`src/rtl/dense_layer_scheduler.sv`:
```
// Time-multiplexed fully-connected layer: one signed DW x DW MAC is shared across all
// N_OUT neurons, streaming weights/biases from external synchronous ROMs.
module dense_layer_scheduler #(
    parameter int N_IN  = 16,
    parameter int N_OUT = 16,
    parameter int DW    = 16,
    parameter int FRAC  = 12,
    parameter int ACC_W = 40
) (
    input  logic                               clk,
    input  logic                               reset,
    input  logic                               in_valid,
    output logic                               in_ready,
    input  logic [N_IN*DW-1:0]                 in_data,
    output logic [$clog2(N_IN*N_OUT)-1:0]      w_addr,
    input  logic signed [DW-1:0]               w_data,
    output logic [$clog2(N_OUT)-1:0]           b_addr,
    input  logic signed [DW-1:0]               b_data,
    output logic                               out_valid,
    input  logic                               out_ready,
    output logic signed [DW-1:0]               out_data,
    output logic [$clog2(N_OUT)-1:0]           out_idx,
    output logic                               out_last
);

    localparam int KW = $clog2(N_IN);
    localparam int NW = $clog2(N_OUT);
    localparam int AW = $clog2(N_IN*N_OUT);

    localparam logic signed [ACC_W-1:0] SAT_MAX = {{(ACC_W-DW+1){1'b0}}, {(DW-1){1'b1}}};
    localparam logic signed [ACC_W-1:0] SAT_MIN = {{(ACC_W-DW+1){1'b1}}, {(DW-1){1'b0}}};

    typedef enum logic [2:0] {
        S_IDLE  = 3'd0,
        S_RUN   = 3'd1,
        S_DRAIN = 3'd2,
        S_FINAL = 3'd3,
        S_EMIT  = 3'd4
    } state_t;

    function automatic logic signed [DW-1:0] sat_dw(input logic signed [ACC_W-1:0] v);
        logic signed [DW-1:0] res;
        if (v > SAT_MAX) begin
            res = SAT_MAX[DW-1:0];
        end else if (v < SAT_MIN) begin
            res = SAT_MIN[DW-1:0];
        end else begin
            res = v[DW-1:0];
        end
        return res;
    endfunction

    state_t                   state_q, state_d;
    logic [NW-1:0]            neuron_q, neuron_d;
    logic [KW-1:0]            k_q, k_d;
    logic                     mac_v_q, mac_v_d;
    logic [KW-1:0]            mac_k_q, mac_k_d;
    logic signed [ACC_W-1:0]  acc_q, acc_d;
    logic signed [DW-1:0]     x_q [N_IN];
    logic signed [DW-1:0]     x_d [N_IN];
    logic                     in_ready_q, in_ready_d;
    logic                     out_valid_q, out_valid_d;
    logic signed [DW-1:0]     out_data_q, out_data_d;
    logic [NW-1:0]            out_idx_q, out_idx_d;
    logic                     out_last_q, out_last_d;
    logic [AW-1:0]            w_addr_q, w_addr_d;
    logic [NW-1:0]            b_addr_q, b_addr_d;

    logic signed [2*DW-1:0]   prod_s;
    logic signed [ACC_W-1:0]  prod_ext_s;
    logic signed [ACC_W-1:0]  bias_ext_s;
    logic signed [ACC_W-1:0]  r_s;

    // w_data always belongs to the address issued one cycle earlier, hence the delayed k index
    assign prod_s     = x_q[mac_k_q] * w_data;
    assign prod_ext_s = {{(ACC_W-2*DW){prod_s[2*DW-1]}}, prod_s};
    assign bias_ext_s = {{(ACC_W-DW){b_data[DW-1]}}, b_data};
    assign r_s        = (acc_q >>> FRAC) + bias_ext_s;

    // Next-state, datapath and output-register computation
    always_comb begin
        state_d    = state_q;
        neuron_d   = neuron_q;
        k_d        = k_q;
        x_d        = x_q;
        out_data_d = out_data_q;
        out_idx_d  = out_idx_q;
        out_last_d = out_last_q;
        mac_v_d    = 1'b0;
        mac_k_d    = k_q;

        if (mac_v_q) begin
            acc_d = acc_q + prod_ext_s;
        end else begin
            acc_d = acc_q;
        end

        case (state_q)
            S_IDLE: begin
                if (in_valid && in_ready_q) begin
                    for (int i = 0; i < N_IN; i++) begin
                        x_d[i] = in_data[i*DW +: DW];
                    end
                    neuron_d = {NW{1'b0}};
                    k_d      = {KW{1'b0}};
                    acc_d    = {ACC_W{1'b0}};
                    state_d  = S_RUN;
                end else begin
                    state_d  = S_IDLE;
                end
            end
            S_RUN: begin
                mac_v_d = 1'b1;
                if (k_q == KW'(N_IN-1)) begin
                    k_d     = {KW{1'b0}};
                    state_d = S_DRAIN;
                end else begin
                    k_d     = k_q + {{(KW-1){1'b0}}, 1'b1};
                    state_d = S_RUN;
                end
            end
            S_DRAIN: begin
                state_d = S_FINAL;
            end
            S_FINAL: begin
                out_data_d = sat_dw(r_s);
                out_idx_d  = neuron_q;
                out_last_d = (neuron_q == NW'(N_OUT-1));
                state_d    = S_EMIT;
            end
            S_EMIT: begin
                if (out_ready) begin
                    if (out_last_q) begin
                        state_d = S_IDLE;
                    end else begin
                        neuron_d = neuron_q + {{(NW-1){1'b0}}, 1'b1};
                        k_d      = {KW{1'b0}};
                        acc_d    = {ACC_W{1'b0}};
                        state_d  = S_RUN;
                    end
                end else begin
                    state_d = S_EMIT;
                end
            end
            default: begin
                state_d = S_IDLE;
            end
        endcase

        // Handshake flags and ROM addresses are registered views of the upcoming cycle
        in_ready_d  = (state_d == S_IDLE);
        out_valid_d = (state_d == S_EMIT);
        w_addr_d    = AW'(neuron_d) * AW'(N_IN) + AW'(k_d);
        b_addr_d    = neuron_d;
    end

    // State and datapath registers
    always_ff @(posedge clk or negedge reset) begin
        if (!reset) begin
            state_q     <= S_IDLE;
            neuron_q    <= {NW{1'b0}};
            k_q         <= {KW{1'b0}};
            mac_v_q     <= 1'b0;
            mac_k_q     <= {KW{1'b0}};
            acc_q       <= {ACC_W{1'b0}};
            for (int i = 0; i < N_IN; i++) begin
                x_q[i] <= {DW{1'b0}};
            end
            in_ready_q  <= 1'b1;
            out_valid_q <= 1'b0;
            out_data_q  <= {DW{1'b0}};
            out_idx_q   <= {NW{1'b0}};
            out_last_q  <= 1'b0;
            w_addr_q    <= {AW{1'b0}};
            b_addr_q    <= {NW{1'b0}};
        end else begin
            state_q     <= state_d;
            neuron_q    <= neuron_d;
            k_q         <= k_d;
            mac_v_q     <= mac_v_d;
            mac_k_q     <= mac_k_d;
            acc_q       <= acc_d;
            x_q         <= x_d;
            in_ready_q  <= in_ready_d;
            out_valid_q <= out_valid_d;
            out_data_q  <= out_data_d;
            out_idx_q   <= out_idx_d;
            out_last_q  <= out_last_d;
            w_addr_q    <= w_addr_d;
            b_addr_q    <= b_addr_d;
        end
    end

    assign in_ready  = in_ready_q;
    assign out_valid = out_valid_q;
    assign out_data  = out_data_q;
    assign out_idx   = out_idx_q;
    assign out_last  = out_last_q;
    assign w_addr    = w_addr_q;
    assign b_addr    = b_addr_q;

endmodule

```
`config.mk`:
```
export PLATFORM = sky130hd
export DESIGN_NAME = dense_layer_scheduler
export DESIGN_NICKNAME = d
export VERILOG_FILES = /design/src/rtl/dense_layer_scheduler.sv
export SDC_FILE = /design/constraint.sdc
export NUM_CORES = 2
export LEC_CHECK = 0
export ABC_AREA = 1
export CAP_MARGIN = 0
export CELL_PAD_IN_SITES_DETAIL_PLACEMENT = 0
export CELL_PAD_IN_SITES_GLOBAL_PLACEMENT = 1
export CORE_MARGIN = 5
export CORE_UTILIZATION = 35
export DETAILED_ROUTE_END_ITERATION = 6
export GPL_ROUTABILITY_DRIVEN = 0
export PLACE_DENSITY_LB_ADDON = 0.1
export SYNTH_ARGS = -nofsm -noshare
export SYNTH_HDL_FRONTEND = slang
export SYNTH_SLANG_ARGS = --single-unit
```
`constraint.sdc`:
```
create_clock -name clk -period 6.7 [get_ports clk]
set_input_delay 1.34 -clock clk [delete_from_list [all_inputs] [get_ports clk]]
set_output_delay 1.34 -clock clk [all_outputs]
set_load 0.02 [all_outputs]
```
### Word level (Yosys, flattened, before mapping)

Index checks and enable logic that the tools add are counted.

* flip-flop bits (word level): 343
* output and inout port bits: 35
* logic and storage cells: 74

* $add $sub $neg: 5
* multipliers: 1
* order comparisons: 3
* eq/ne operators: 7
* mux-type cells: 25
* bitwise gates (word level): 1
* reduce and logical (&&, ||, !) cells: 4

Operators with widths (number)
* $mux 40: 4
* $pmux 40 s2: 1
* $bmux 16 s4: 1
* $mux 16: 4
* $add 40x32->40: 1
* $mul 16x16->32: 1
* $add 28x16->29: 1
* $gt 29x16->1 const B: 1
* $lt 29x16->1 const B: 1
* $mux 4: 7
* $pmux 3 s5: 1
* $pmux 4 s3: 1
* $add 4x1->4 const B: 2
* $add 8x4->8: 1
* $eq 4x4->1 const B: 2
* $pmux 4 s2: 1
* $eq 3x2->1 const B: 2
* $eq 3x3->1 const B: 2
* $logic_not 3->1: 2
* $ge 5x5->1 const B: 1
* $not 4->5: 1
* $eq 3x1->1 const B: 1
* $mux 1: 3
* $mux 3: 1
* other kinds (3): 3

### Longest topological paths before layout

* depth in word-level cells: 10
* gate-level depth with buffers: 35

### Worst setup path before layout

Ideal clock, no wire load.

* path kind: input-to-reg
* from: input w_data[1]
* to: register acc_q[39]
* library setup time: 78 ps
* arrival: 6856 ps
* data required time: 6622 ps
* slack: -234 ps
* stages on the path: 22
* buffers on the path: 1
* path through: buf_1 nand2_1 fa_1 inv_1 fa_1 inv_1 fa_1 fa_1 inv_1 fa_1 inv_1 fa_1 inv_1 ha_1 a21oi_1 nand2_1 inv_1 o211ai_1 a21oi_1 nand3_1 or2_2 a21oi_1

* longest elaborated chain between the ends: 6
* elaborated cells between the ends (all ways): 7

Ends and longest elaborated chain
* start, declared: line 16 `input logic signed [DW-1:0] w_data,`
* $mul 16x16->32 (*): line 75 `assign prod_s = x_q[mac_k_q] * w_data;`
* $add 40x32->40 (*): line 93 `acc_d = acc_q + prod_ext_s;`
* $mux 40 (*): line 92 `if (mac_v_q) begin`
* $mux 40: line 133 `if (out_last_q) begin`
* $mux 40: line 132 `if (out_ready) begin`
* $pmux 40 s2 (*): line 98 `case (state_q)`
* named net acc_d[39]: line 58 `logic signed [ACC_W-1:0] acc_q, acc_d;`
* end signal, assigned: line 165 `acc_q <= {ACC_W{1'b0}};`
* end, declared: line 58

Mark *: on every way through the listed nets, which the timed path passes. The rest lies on a longest branch.
A chain may end at the register's enable or synchronous reset.

### Worst setup path in the final report

* from: register mac_k_q[0]
* to: register acc_q[35]

* longest elaborated chain between the ends: 10
* elaborated cells between the ends (all ways): 11

Ends and longest elaborated chain
* start, declared: line 57 `logic [KW-1:0] mac_k_q, mac_k_d;`
* start signal, assigned: line 164 `mac_k_q <= {KW{1'b0}};`
* start signal, assigned: line 181 `mac_k_q <= mac_k_d;`
* $not 4->5 (not written as such) (*): line 75
* $bmux 16 s4 (*): line 75
* $mux 16 (not written as such) (*) (2 in a row): line 75
* $mul 16x16->32 (*): line 75
* $add 40x32->40 (*): line 93
* $mux 40 (*): line 92
* $mux 40: line 133
* $mux 40: line 132
* $pmux 40 s2 (*): line 98
* named net acc_d[35]: line 58

Mark *: on every way through the listed nets, which the timed path passes. The rest lies on a longest branch. The select of a mux whose other input is x is not followed.

==> metrics <==
status=finished with violations; failing checks=setup timing; hold worst-path end=mac_k_q[0]; Startpoint Class=register; I/O Pins=327; synth unique cells=48; Die ar.=92100 µm²; Clock Latency Late Sink=0.58 ns; post-synth top area share=27.7%; placed cells=5612; DP Worst Slack=-0.853 ns; Residual DRC=0; Register Area=8390 µm²; Initial Utilization=35.3%; most frequent cells in the layout=nand2_1, inv_1, buf_4; Async SR Flop Fraction=100%; synth top area cells=dfrtp_1, fa_1, nand2_1; min-delay worst type=register to register; root buffer cell=clkbuf_16; multi-input logic area=20800 µm²; hold path depth=0; Vias=27700; Worst path most repeated cell=fa_1; CTS tree=yes; critical path fanouts, max=10; final worst path period share=104%; clk buf depth=3; wl on met1=52.9 mm; Finished Cell Area=42900 µm²; top layer reached by signal wires=met4; placed cell area=37600 µm²; commonest non-fill, non-tap cell in the layout=nand2_1; row count=107; Num Clock Sinks=335; largest area contributor in the netlist=dfrtp_1; met2 WL=54.4 mm; Routed wire per std cell=20.2 µm; CP required=7.18 ns; RSZ-0062 raised after global routing=true; ys flop type=dfrtp_1; final instance count without filler cells=5790; gr usage total=25.1%; DR pass1 iterations=5; Synth Register Bits=335; I/O Buffers=326; Mapped Area=30100 µm²; Fin Clk Skew=0.0490 ns; final hold violations=0; core area=85300 µm²; final-layout fill cell count=8384; nets@finish=5374; setup TNS=-4.90 ns; highest clock rate=0.143 GHz; TritonCTS buffer count=39; R2R Path Start=mac_k_q[0]; CP peak stage delay=0.54 ns; yosys warns=0; initial antenna violation count=9; vias in the first global route=28400; Max Cap Violations=0; EDFF count, synth=0; critical path type=register to register; Worst Max-Slew Pin Slew=1.17 ns; synthesized area per cell=7.72 µm²; r2r setup slk=-0.28 ns; total gr overflow=0; Final min period=6.98 ns; Arr. time, crit path=7.46 ns; final setup margin=-0.279 ns; clock-pin slew on the worst setup and hold paths=0.06 ns; Seq/Total Area, Yosys=27.8%; Slew Viols, Final=0; RR Endpoint=acc_q[35]; Final setup viols=25; pin count of the biggest net entering global routing=164; first-pass GRT wire length=174 mm; Reg2Reg Depth=35; Iter 0 DRT Violations=1916; Cells after Synth=3902; chip width=303 µm; Area Growth Syn to Fin=42.5%; Critical Path Sink Type=register; ANT nets after route=0; Die Height=303 µm; Vias/cell=4.78; metal3 WL=6.29 mm; syn nets=4670; max_slew headroom=21.7%; total wire length=117 mm; detailed-placement wirelength estimate=91.6 mm; share of post-route cells with drive strength above 1=24.6%; crit path max-delay cell type=fa_1; H-Tree Level Count=2
[area by class of cell]
type,instances,share of cell area (%)
Antenna cell,11,0.0641
Clock buffer,56,2.61
Clock inverter,14,0.364
Inverter,783,6.99
Multi-Input combinational cell,2632,48.4
Sequential cell,335,19.5
Tap cell,1144,3.33
Timing Repair Buffer,815,18.7
[per-stage QoR]
step                      util, %  hold WS, ns
after detailed placement     44.1        0.436
after global placement       44.1        0.447
final                        50.4        0.445
after global routing         50.4        0.468
after floorplan                 -        0.437
after CTS                    48.5        0.451
[synth_stat cells, types with 23 or more instances]
library cell / n
clkbuf_1: 111
nand4_1: 23
inv_1: 771
o21ai_0: 326
a21oi_1: 217
dfrtp_1: 334
fa_1: 331
o221ai_1: 32
o211ai_1: 26
ha_1: 145
buf_2: 23
nor2_1: 286
nand2_1: 1036
nand3_1: 66
[routing by layer]
layer,track usage [%],up-vias
met5,0,-
met4,7.96,0
met2,40.2,658
met1,35.0,13500
li1,-,13400
met3,4.32,118
[critical path: cells and delay by family, from the launching register on]
| kind | cells | cell delay, ns |
|---|---|---|
| compound gates | 7 | 0.87 |
| fa+ha+maj | 7 | 3.23 |
| buf+inv | 14 | 1.45 |
| flops | 1 | 0.50 |
| simple gates | 7 | 0.81 |
[state kept, by name, indices dropped and copies added (netlist names), named ones only]
register   flops
acc_q         40
in_ready       1
mac_k_q        4
mac_v_q        1
out_data      16
out_idx        4
out_last       1
out_valid      1
state_q        3
x_q          256
[worst max-delay path by stage]
stage / startpoint / end / slack (ns) / cells after the start
after floorplan: w_data[8] / acc_q[39] / 0.005 / 21
after global placement: w_data[4] / acc_q[34] / -0.86 / 23
after detailed placement: w_data[4] / acc_q[38] / -0.85 / 23
after CTS: mac_k_q[0] / acc_q[21] / -0.28 / 31
after global routing: mac_k_q[0] / acc_q[31] / -0.57 / 34
final: mac_k_q[0] / acc_q[35] / -0.28 / 35
[logic make-up (layout without fill, tap and decap cells)]
family	count (synthesis)	in the layout	share of synthesized area, %
AOI/OAI and AO/OA	644	644	11.7
and+or+nand+nor	1479	1479	19.6
xor gates and xnor gates	33	33	0.959
buffers and inverters	935	1668	11.9
other	0	11	0
DFF	335	335	27.8
adders and majority gates	476	476	28.0
[timing repair]
item	CTS	global route
setup buffers	56	43
gates resized for setup	525	370
cloned	9	3
hold buffers	0	0
endpoints found under the setup margin	30	32
pin swaps	103	208
Power is not shown: default switching activity piles up to over one toggle a cycle in this logic, so the estimate is an artifact.
